`src/rtl/dmem_arbiter_if.sv`:
```
// Bus bundle between the two requesters, the arbiter and the data memory.
//
// Handshake: a requester raises pN_req with pN_we/pN_addr/pN_wdata and holds
// them stable until the arbiter returns a one-cycle pN_ack. pN_err and
// pN_rdata are meaningful in the pN_ack cycle. In the cycle after the ack the
// requester either drops pN_req or presents a new request. On the memory side,
// mem_enable stays high until the access resolves. For reads, the memory
// answers with a single-cycle mem_data_out_v carrying mem_data_out.
interface dmem_arbiter_if #(
   parameter int ADDR_W = 32,
   parameter int DATA_W = 32
);
   logic              p0_req;
   logic              p0_we;
   logic [ADDR_W-1:0] p0_addr;
   logic [DATA_W-1:0] p0_wdata;
   logic              p0_ack;
   logic              p0_err;
   logic [DATA_W-1:0] p0_rdata;

   logic              p1_req;
   logic              p1_we;
   logic [ADDR_W-1:0] p1_addr;
   logic [DATA_W-1:0] p1_wdata;
   logic              p1_ack;
   logic              p1_err;
   logic [DATA_W-1:0] p1_rdata;

   logic              mem_enable;
   logic [ADDR_W-1:0] mem_addr;
   logic              mem_write_enable;
   logic [DATA_W-1:0] mem_data_in;
   logic              mem_data_out_v;
   logic [DATA_W-1:0] mem_data_out;

   // Arbiter side
   modport slave (
      input  p0_req, p0_we, p0_addr, p0_wdata,
      output p0_ack, p0_err, p0_rdata,
      input  p1_req, p1_we, p1_addr, p1_wdata,
      output p1_ack, p1_err, p1_rdata,
      output mem_enable, mem_addr, mem_write_enable, mem_data_in,
      input  mem_data_out_v, mem_data_out
   );

   // Requester / memory-model side
   modport master (
      output p0_req, p0_we, p0_addr, p0_wdata,
      input  p0_ack, p0_err, p0_rdata,
      output p1_req, p1_we, p1_addr, p1_wdata,
      input  p1_ack, p1_err, p1_rdata,
      input  mem_enable, mem_addr, mem_write_enable, mem_data_in,
      output mem_data_out_v, mem_data_out
   );
endinterface

```
`src/rtl/dmem_arbiter.sv`:
```
// Round-robin two-port arbiter and sequencer for a single-ported data memory.
// One access in flight at a time; reads wait for mem_data_out_v with a
// bounded timeout that completes with an error flag.
module dmem_arbiter #(
   parameter int ADDR_W  = 32,
   parameter int DATA_W  = 32,
   parameter int TIMEOUT = 16
) (
   input  logic           clk,
   input  logic           rst,
   dmem_arbiter_if.slave  bus,
   output logic           busy,
   output logic [1:0]     dbg_state
);

   localparam int CNT_W = $clog2(TIMEOUT);

   typedef enum logic [1:0] {
      IDLE    = 2'd0,
      ACCESS  = 2'd1,
      WAIT_RD = 2'd2,
      DONE    = 2'd3
   } state_t;

   state_t            state_q, state_d;
   logic              last_q, last_d;      // port granted most recently
   logic              gnt_q, gnt_d;        // port owning the current access
   logic              we_q, we_d;          // current access is a write
   logic [CNT_W-1:0]  cnt_q, cnt_d;
   logic              men_q, men_d;
   logic              mwe_q, mwe_d;
   logic [ADDR_W-1:0] maddr_q, maddr_d;
   logic [DATA_W-1:0] mdin_q, mdin_d;
   logic [1:0]        ack_q, ack_d;
   logic [1:0]        err_q, err_d;
   logic [DATA_W-1:0] rdata_q [2];
   logic [DATA_W-1:0] rdata_d [2];
   logic              sel;

   // Next-state and next-output computation for the access sequencer.
   always_comb begin
      state_d    = state_q;
      last_d     = last_q;
      gnt_d      = gnt_q;
      we_d       = we_q;
      cnt_d      = cnt_q;
      men_d      = men_q;
      mwe_d      = mwe_q;
      maddr_d    = maddr_q;
      mdin_d     = mdin_q;
      ack_d      = ack_q;
      err_d      = err_q;
      rdata_d[0] = rdata_q[0];
      rdata_d[1] = rdata_q[1];
      // On a tie the port that did not win last time goes next.
      sel        = (bus.p0_req && bus.p1_req) ? ~last_q : bus.p1_req;

      case (state_q)
         IDLE: begin
            if (bus.p0_req || bus.p1_req) begin
               gnt_d   = sel;
               last_d  = sel;
               we_d    = sel ? bus.p1_we    : bus.p0_we;
               maddr_d = sel ? bus.p1_addr  : bus.p0_addr;
               mdin_d  = sel ? bus.p1_wdata : bus.p0_wdata;
               men_d   = 1'b1;
               mwe_d   = sel ? bus.p1_we    : bus.p0_we;
               state_d = ACCESS;
            end
         end
         ACCESS: begin
            if (we_q) begin
               men_d        = 1'b0;
               mwe_d        = 1'b0;
               ack_d[gnt_q] = 1'b1;
               err_d[gnt_q] = 1'b0;
               state_d      = DONE;
            end else if (bus.mem_data_out_v) begin
               // Zero-wait memory: data already present in the enable cycle.
               rdata_d[gnt_q] = bus.mem_data_out;
               men_d          = 1'b0;
               ack_d[gnt_q]   = 1'b1;
               err_d[gnt_q]   = 1'b0;
               state_d        = DONE;
            end else begin
               cnt_d   = '0;
               state_d = WAIT_RD;
            end
         end
         WAIT_RD: begin
            cnt_d = cnt_q + CNT_W'(1);
            if (bus.mem_data_out_v) begin
               // Valid beats the timeout when both land together.
               rdata_d[gnt_q] = bus.mem_data_out;
               men_d          = 1'b0;
               ack_d[gnt_q]   = 1'b1;
               err_d[gnt_q]   = 1'b0;
               state_d        = DONE;
            end else if (cnt_q == CNT_W'(TIMEOUT - 1)) begin
               rdata_d[gnt_q] = '0;
               men_d          = 1'b0;
               ack_d[gnt_q]   = 1'b1;
               err_d[gnt_q]   = 1'b1;
               state_d        = DONE;
            end
         end
         DONE: begin
            ack_d[gnt_q] = 1'b0;
            err_d[gnt_q] = 1'b0;
            state_d      = IDLE;
         end
         default: state_d = IDLE;
      endcase
   end

   // Register all state and outputs; synchronous reset abandons any access.
   always_ff @(posedge clk) begin
      if (rst) begin
         state_q    <= IDLE;
         last_q     <= 1'b1;
         gnt_q      <= 1'b0;
         we_q       <= 1'b0;
         cnt_q      <= '0;
         men_q      <= 1'b0;
         mwe_q      <= 1'b0;
         maddr_q    <= '0;
         mdin_q     <= '0;
         ack_q      <= '0;
         err_q      <= '0;
         rdata_q[0] <= '0;
         rdata_q[1] <= '0;
      end else begin
         state_q    <= state_d;
         last_q     <= last_d;
         gnt_q      <= gnt_d;
         we_q       <= we_d;
         cnt_q      <= cnt_d;
         men_q      <= men_d;
         mwe_q      <= mwe_d;
         maddr_q    <= maddr_d;
         mdin_q     <= mdin_d;
         ack_q      <= ack_d;
         err_q      <= err_d;
         rdata_q[0] <= rdata_d[0];
         rdata_q[1] <= rdata_d[1];
      end
   end

   assign bus.p0_ack           = ack_q[0];
   assign bus.p0_err           = err_q[0];
   assign bus.p0_rdata         = rdata_q[0];
   assign bus.p1_ack           = ack_q[1];
   assign bus.p1_err           = err_q[1];
   assign bus.p1_rdata         = rdata_q[1];
   assign bus.mem_enable       = men_q;
   assign bus.mem_write_enable = mwe_q;
   assign bus.mem_addr         = maddr_q;
   assign bus.mem_data_in      = mdin_q;
   assign busy                 = (state_q != IDLE);
   assign dbg_state            = state_q;

endmodule

```
`src/flat_wrapper.sv`:
```
// flat-port wrapper written by rule: the top's interface ports become plain ports
module dmem_arbiter_flat 
#(
   parameter int ADDR_W  = 32,
   parameter int DATA_W  = 32,
   parameter int TIMEOUT = 16
)
  (clk, rst, busy, dbg_state, bus_p0_req, bus_p0_we, bus_p0_addr, bus_p0_wdata, bus_p0_ack, bus_p0_err, bus_p0_rdata, bus_p1_req, bus_p1_we, bus_p1_addr, bus_p1_wdata, bus_p1_ack, bus_p1_err, bus_p1_rdata, bus_mem_enable, bus_mem_addr, bus_mem_write_enable, bus_mem_data_in, bus_mem_data_out_v, bus_mem_data_out);
  dmem_arbiter_if #(.ADDR_W(ADDR_W), .DATA_W(DATA_W)) bus_i ();
  input  logic clk;
  input  logic rst;
  output logic busy;
  output logic [1:0] dbg_state;
  input wire logic [$bits(bus_i.p0_req)-1:0] bus_p0_req;
  input wire logic [$bits(bus_i.p0_we)-1:0] bus_p0_we;
  input wire logic [$bits(bus_i.p0_addr)-1:0] bus_p0_addr;
  input wire logic [$bits(bus_i.p0_wdata)-1:0] bus_p0_wdata;
  output wire logic [$bits(bus_i.p0_ack)-1:0] bus_p0_ack;
  output wire logic [$bits(bus_i.p0_err)-1:0] bus_p0_err;
  output wire logic [$bits(bus_i.p0_rdata)-1:0] bus_p0_rdata;
  input wire logic [$bits(bus_i.p1_req)-1:0] bus_p1_req;
  input wire logic [$bits(bus_i.p1_we)-1:0] bus_p1_we;
  input wire logic [$bits(bus_i.p1_addr)-1:0] bus_p1_addr;
  input wire logic [$bits(bus_i.p1_wdata)-1:0] bus_p1_wdata;
  output wire logic [$bits(bus_i.p1_ack)-1:0] bus_p1_ack;
  output wire logic [$bits(bus_i.p1_err)-1:0] bus_p1_err;
  output wire logic [$bits(bus_i.p1_rdata)-1:0] bus_p1_rdata;
  output wire logic [$bits(bus_i.mem_enable)-1:0] bus_mem_enable;
  output wire logic [$bits(bus_i.mem_addr)-1:0] bus_mem_addr;
  output wire logic [$bits(bus_i.mem_write_enable)-1:0] bus_mem_write_enable;
  output wire logic [$bits(bus_i.mem_data_in)-1:0] bus_mem_data_in;
  input wire logic [$bits(bus_i.mem_data_out_v)-1:0] bus_mem_data_out_v;
  input wire logic [$bits(bus_i.mem_data_out)-1:0] bus_mem_data_out;
  assign bus_i.p0_req = bus_p0_req;
  assign bus_i.p0_we = bus_p0_we;
  assign bus_i.p0_addr = bus_p0_addr;
  assign bus_i.p0_wdata = bus_p0_wdata;
  assign bus_p0_ack = bus_i.p0_ack;
  assign bus_p0_err = bus_i.p0_err;
  assign bus_p0_rdata = bus_i.p0_rdata;
  assign bus_i.p1_req = bus_p1_req;
  assign bus_i.p1_we = bus_p1_we;
  assign bus_i.p1_addr = bus_p1_addr;
  assign bus_i.p1_wdata = bus_p1_wdata;
  assign bus_p1_ack = bus_i.p1_ack;
  assign bus_p1_err = bus_i.p1_err;
  assign bus_p1_rdata = bus_i.p1_rdata;
  assign bus_mem_enable = bus_i.mem_enable;
  assign bus_mem_addr = bus_i.mem_addr;
  assign bus_mem_write_enable = bus_i.mem_write_enable;
  assign bus_mem_data_in = bus_i.mem_data_in;
  assign bus_i.mem_data_out_v = bus_mem_data_out_v;
  assign bus_i.mem_data_out = bus_mem_data_out;
  dmem_arbiter #(.ADDR_W(ADDR_W), .DATA_W(DATA_W), .TIMEOUT(TIMEOUT)) u_core (.clk(clk), .rst(rst), .bus(bus_i), .busy(busy), .dbg_state(dbg_state));
endmodule
```
`config.mk`:
```
export PLATFORM = sky130hd
export DESIGN_NAME = dmem_arbiter_flat
export DESIGN_NICKNAME = d
export VERILOG_FILES = /design/src/rtl/dmem_arbiter_if.sv /design/src/rtl/dmem_arbiter.sv /design/src/flat_wrapper.sv
export SDC_FILE = /design/constraint.sdc
export NUM_CORES = 1
export LEC_CHECK = 0
export BUFFER_PORTS_ARGS = -buffer_cell sky130_fd_sc_hd__buf_2
export CORE_MARGIN = 3
export CORE_UTILIZATION = 47
export DETAILED_ROUTE_END_ITERATION = 7
export PLACE_DENSITY = 0.89
export SYNTH_ARGS = -nofsm -noshare
export SYNTH_HDL_FRONTEND = slang
export SYNTH_SLANG_ARGS = --single-unit
export TNS_END_PERCENT = 1
```
`constraint.sdc`:
```
create_clock -name clk -period 2.1 [get_ports clk]
set_clock_uncertainty 0.05 [all_clocks]
set_input_delay 0.105 -clock clk [delete_from_list [all_inputs] [get_ports clk]]
set_output_delay 0.105 -clock clk [all_outputs]
set_load 0.005 [all_outputs]
```
==> results.sh <==
export IMPL_worst_slew_pin_slew_ps=716
export IMPL_relSlewSlack_pct=52.2
export IMPL_drv_slew=0
export IMPL_die_height_um=122
export IMPL_via_count=6954
export IMPL_drive_gt1_share_pct=36.5
export IMPL_clock_latency_ps=410
export IMPL_synth_warnings=0
export IMPL_grt_pass1_wl_um=37600
export IMPL_finalNonFillerCells=1262
export IMPL_ys_ff_latch=143
export IMPL_detail_route_wl_per_cell_um=21.1
export IMPL_yosys_area_top_type_share_pct=45.3
export IMPL_port_buffers=303
export IMPL_grt_pass1_vias=7014
export IMPL_cpMaxStageDelayCell="dlygate4sd3_1"
export IMPL_final_antenna_net_count=0
export IMPL_numCtsBuffers=17
export IMPL_grt_overflow=0
export IMPL_cts_max_level=4
export IMPL_multi_input_area_um2=3230
export IMPL_critPathArrivalTime_ps=2410
export IMPL_place_ws_ps=76.6
export IMPL_hpwl_um=13400
export IMPL_max_freq_ghz=0.459
export IMPL_dr_first_iter_drc_count=499
export IMPL_synth_cells=624
export IMPL_nets=1241
export IMPL_cts_sinks=143
export IMPL_holdWs_ps=24.0
export IMPL_min_period_ps=2180
export IMPL_end_kind="flip-flop"
export IMPL_seq_area_um2=2870
export IMPL_status="finished with violations"
export IMPL_hold_viol_final=0
export IMPL_grtUsageTotal_pct=32.8
export IMPL_crit_chain="a21boi_4 -> buf_4 -> buf_4 -> mux2i_1 -> dlygate4sd3_1 -> a211oi_1"
export IMPL_final_common_cell="buf_2"
export IMPL_fillers=658
export IMPL_worst_slack_ps=-78.1
export IMPL_drcViolationCount=0
export IMPL_cts_buffer_depth=2
export IMPL_synth_main_ff_cell="dfxtp_1"
export IMPL_syn_area_um2=6320
export IMPL_core_area_um2=12900
export IMPL_syn2layout_area_growth_pct=62.6
export IMPL_final_cell_mix="buf_2 (302), dfxtp_1 (141), dlygate4sd3_1 (138)"
export IMPL_cts_tree="yes"
export IMPL_start_util_pct=49.1
export IMPL_violations="setup timing"
export IMPL_ys_async_sr_fraction_pct=0
export IMPL_synth_net_count=799
export IMPL_grt_max_degree=75
export IMPL_cpLargestDelayFamily="buffers and inverters"
export IMPL_required_ps=2330
export IMPL_synth_area_top_cells="dfxtp_1 (45%), mux2i_1 (21%), a211oi_1 (8.1%), nand2b_1 (6.4%), nor2_1 (4.5%)"
export IMPL_yosys_area_top_type="dfxtp_1"
export IMPL_cpPeakStageDelay_ps=550
export IMPL_synth_edf_count=0
export IMPL_routed_wl_um=26700
export IMPL_die_w_um=122
export IMPL_hold_class="in2reg"
export IMPL_power_total_mw=11.8
export IMPL_path_clk_slew_ps=60
export IMPL_crit_path_start_kind="flip-flop"
export IMPL_clockRootBuffer="clkbuf_16"
export IMPL_antenna_found_initial=11
export IMPL_ys_types=43
export IMPL_crit_buf_inv=3
export IMPL_rows=41
export IMPL_cpMostUsedCell="buf_4"
export IMPL_gp_congestion=0.856
export IMPL_firstDrtPassIters=5
export IMPL_max_cap_viol_count=0
export IMPL_powerDensity_nw_per_um2=1150
export IMPL_leakage_nw=4.95
export IMPL_io_pin_count=304
export IMPL_avgSynthCellArea_um2=10.1
export IMPL_via_per_inst=5.51
export IMPL_finalCritPeriodShare_pct=104
export IMPL_synth_seq_area_share_pct=45.3
export IMPL_worstPathMaxFanout=7
export IMPL_critPathKind="reg2reg"
export IMPL_finalSetupViolCount=10
export IMPL_die_area_um2=14900
export IMPL_rsz0062_at_grt="true"
export IMPL_place_inst=1066
export IMPL_ir_worst_vdd_mv=0.820
worst paths after layout:
kind                                                   from                          end  slack (ps)  cells after the start
worst min register to register  u_core.bus.mem_write_enable  u_core.bus.mem_write_enable         420                      2
worst max register to register                u_core.last_q   u_core.bus.mem_data_in[11]         -80                      6
worst max-delay path                          u_core.last_q   u_core.bus.mem_data_in[11]         -80                      6
worst min-delay path                       bus_p1_wdata[18]   u_core.bus.mem_data_in[18]          20                      3
Yosys cell counts, types with 2 or more instances:
| library cell | n |
|---|---|
| o21ai_0 | 3 |
| nor2_1 | 76 |
| a21oi_1 | 7 |
| nor2b_1 | 2 |
| a2111oi_4 | 2 |
| dfxtp_1 | 143 |
| buf_2 | 12 |
| buf_8 | 5 |
| a211oi_1 | 68 |
| mux2i_1 | 133 |
| ha_1 | 8 |
| nand2_1 | 36 |
| nand2b_1 | 65 |
| buf_4 | 4 |
| clkbuf_1 | 22 |
| buf_6 | 6 |
| inv_1 | 6 |
flip-flops by register name, summed over array words and instances, names as in the netlist, named ones only:
name / count
u_core.rdata_q: 64
u_core.bus.mem_addr: 32
u_core.bus.mem_data_in: 32
u_core.cnt_q: 4
u_core.dbg_state: 2
u_core.bus.mem_enable: 1
u_core.bus.mem_write_enable: 1
u_core.gnt_q: 1
u_core.last_q: 1
u_core.we_q: 1
per-stage QoR:
stage / setup TNS, ps / util (%) / instance area [um2]
3_5_place_dp: 0 / 61.8 / 7960
3_3_place_gp: 0 / 61.8 / 7960
4_1_cts: 0 / 78.0 / 10000
2_1_floorplan: 0 / - / 6320
5_1_grt: -1740 / 79.8 / 10300
6_report: -239 / 79.8 / 10300
power breakdown:
part           switching, mW  internal (mW)  leakage [nW]
Sequential             0.541           3.46          1.17
Combinational           2.51           2.16          3.47
Clock                   1.20           1.93         0.300
Total                   4.25           7.55          4.95
tightest hold or removal path, stage by stage:
cell and delay (ps):
buf_2 100, mux2i_1 150, a211oi_1 90
cells by family (layout without fill, tap and decap cells):
| family | Yosys count | after routing | synth area share [%] |
|---|---|---|---|
| buffers and inverters | 55 | 510 | 5.35 |
| and+or+nand+nor | 193 | 193 | 15.0 |
| DFF | 143 | 143 | 45.3 |
| AOI/OAI and AO/OA | 92 | 92 | 11.7 |
| muxes | 133 | 133 | 21.1 |
| other | 0 | 11 | 0 |
| adders and majority gates | 8 | 8 | 1.58 |
final cells by class:
type / count / area share, %
timing repair buffer: 472 / 32.1
multi-input combinational: 426 / 31.4
sequential: 143 / 27.9
clock buffer: 19 / 4.41
tap: 172 / 2.09
clock inverter: 13 / 1.56
antenna: 11 / 0.268
inverter: 6 / 0.219
metal layers:
| layer | global-route usage, % | routed length, um |
|---|---|---|
| met1 | 34.2 | 9230 |
| met2 | 57.4 | 12900 |
| met4 | 20.3 | 1750 |
| met3 | 10.2 | 2800 |
| met5 | 0 | 7 |
repair_timing:
item,in CTS,in global routing
hold buffers,146,0
resized for setup,0,32
setup endpoints to repair,0,98
hold endpoints to repair,122,0
setup buffers,0,5
No activity file was read; power rests on OpenSTA's default activity.
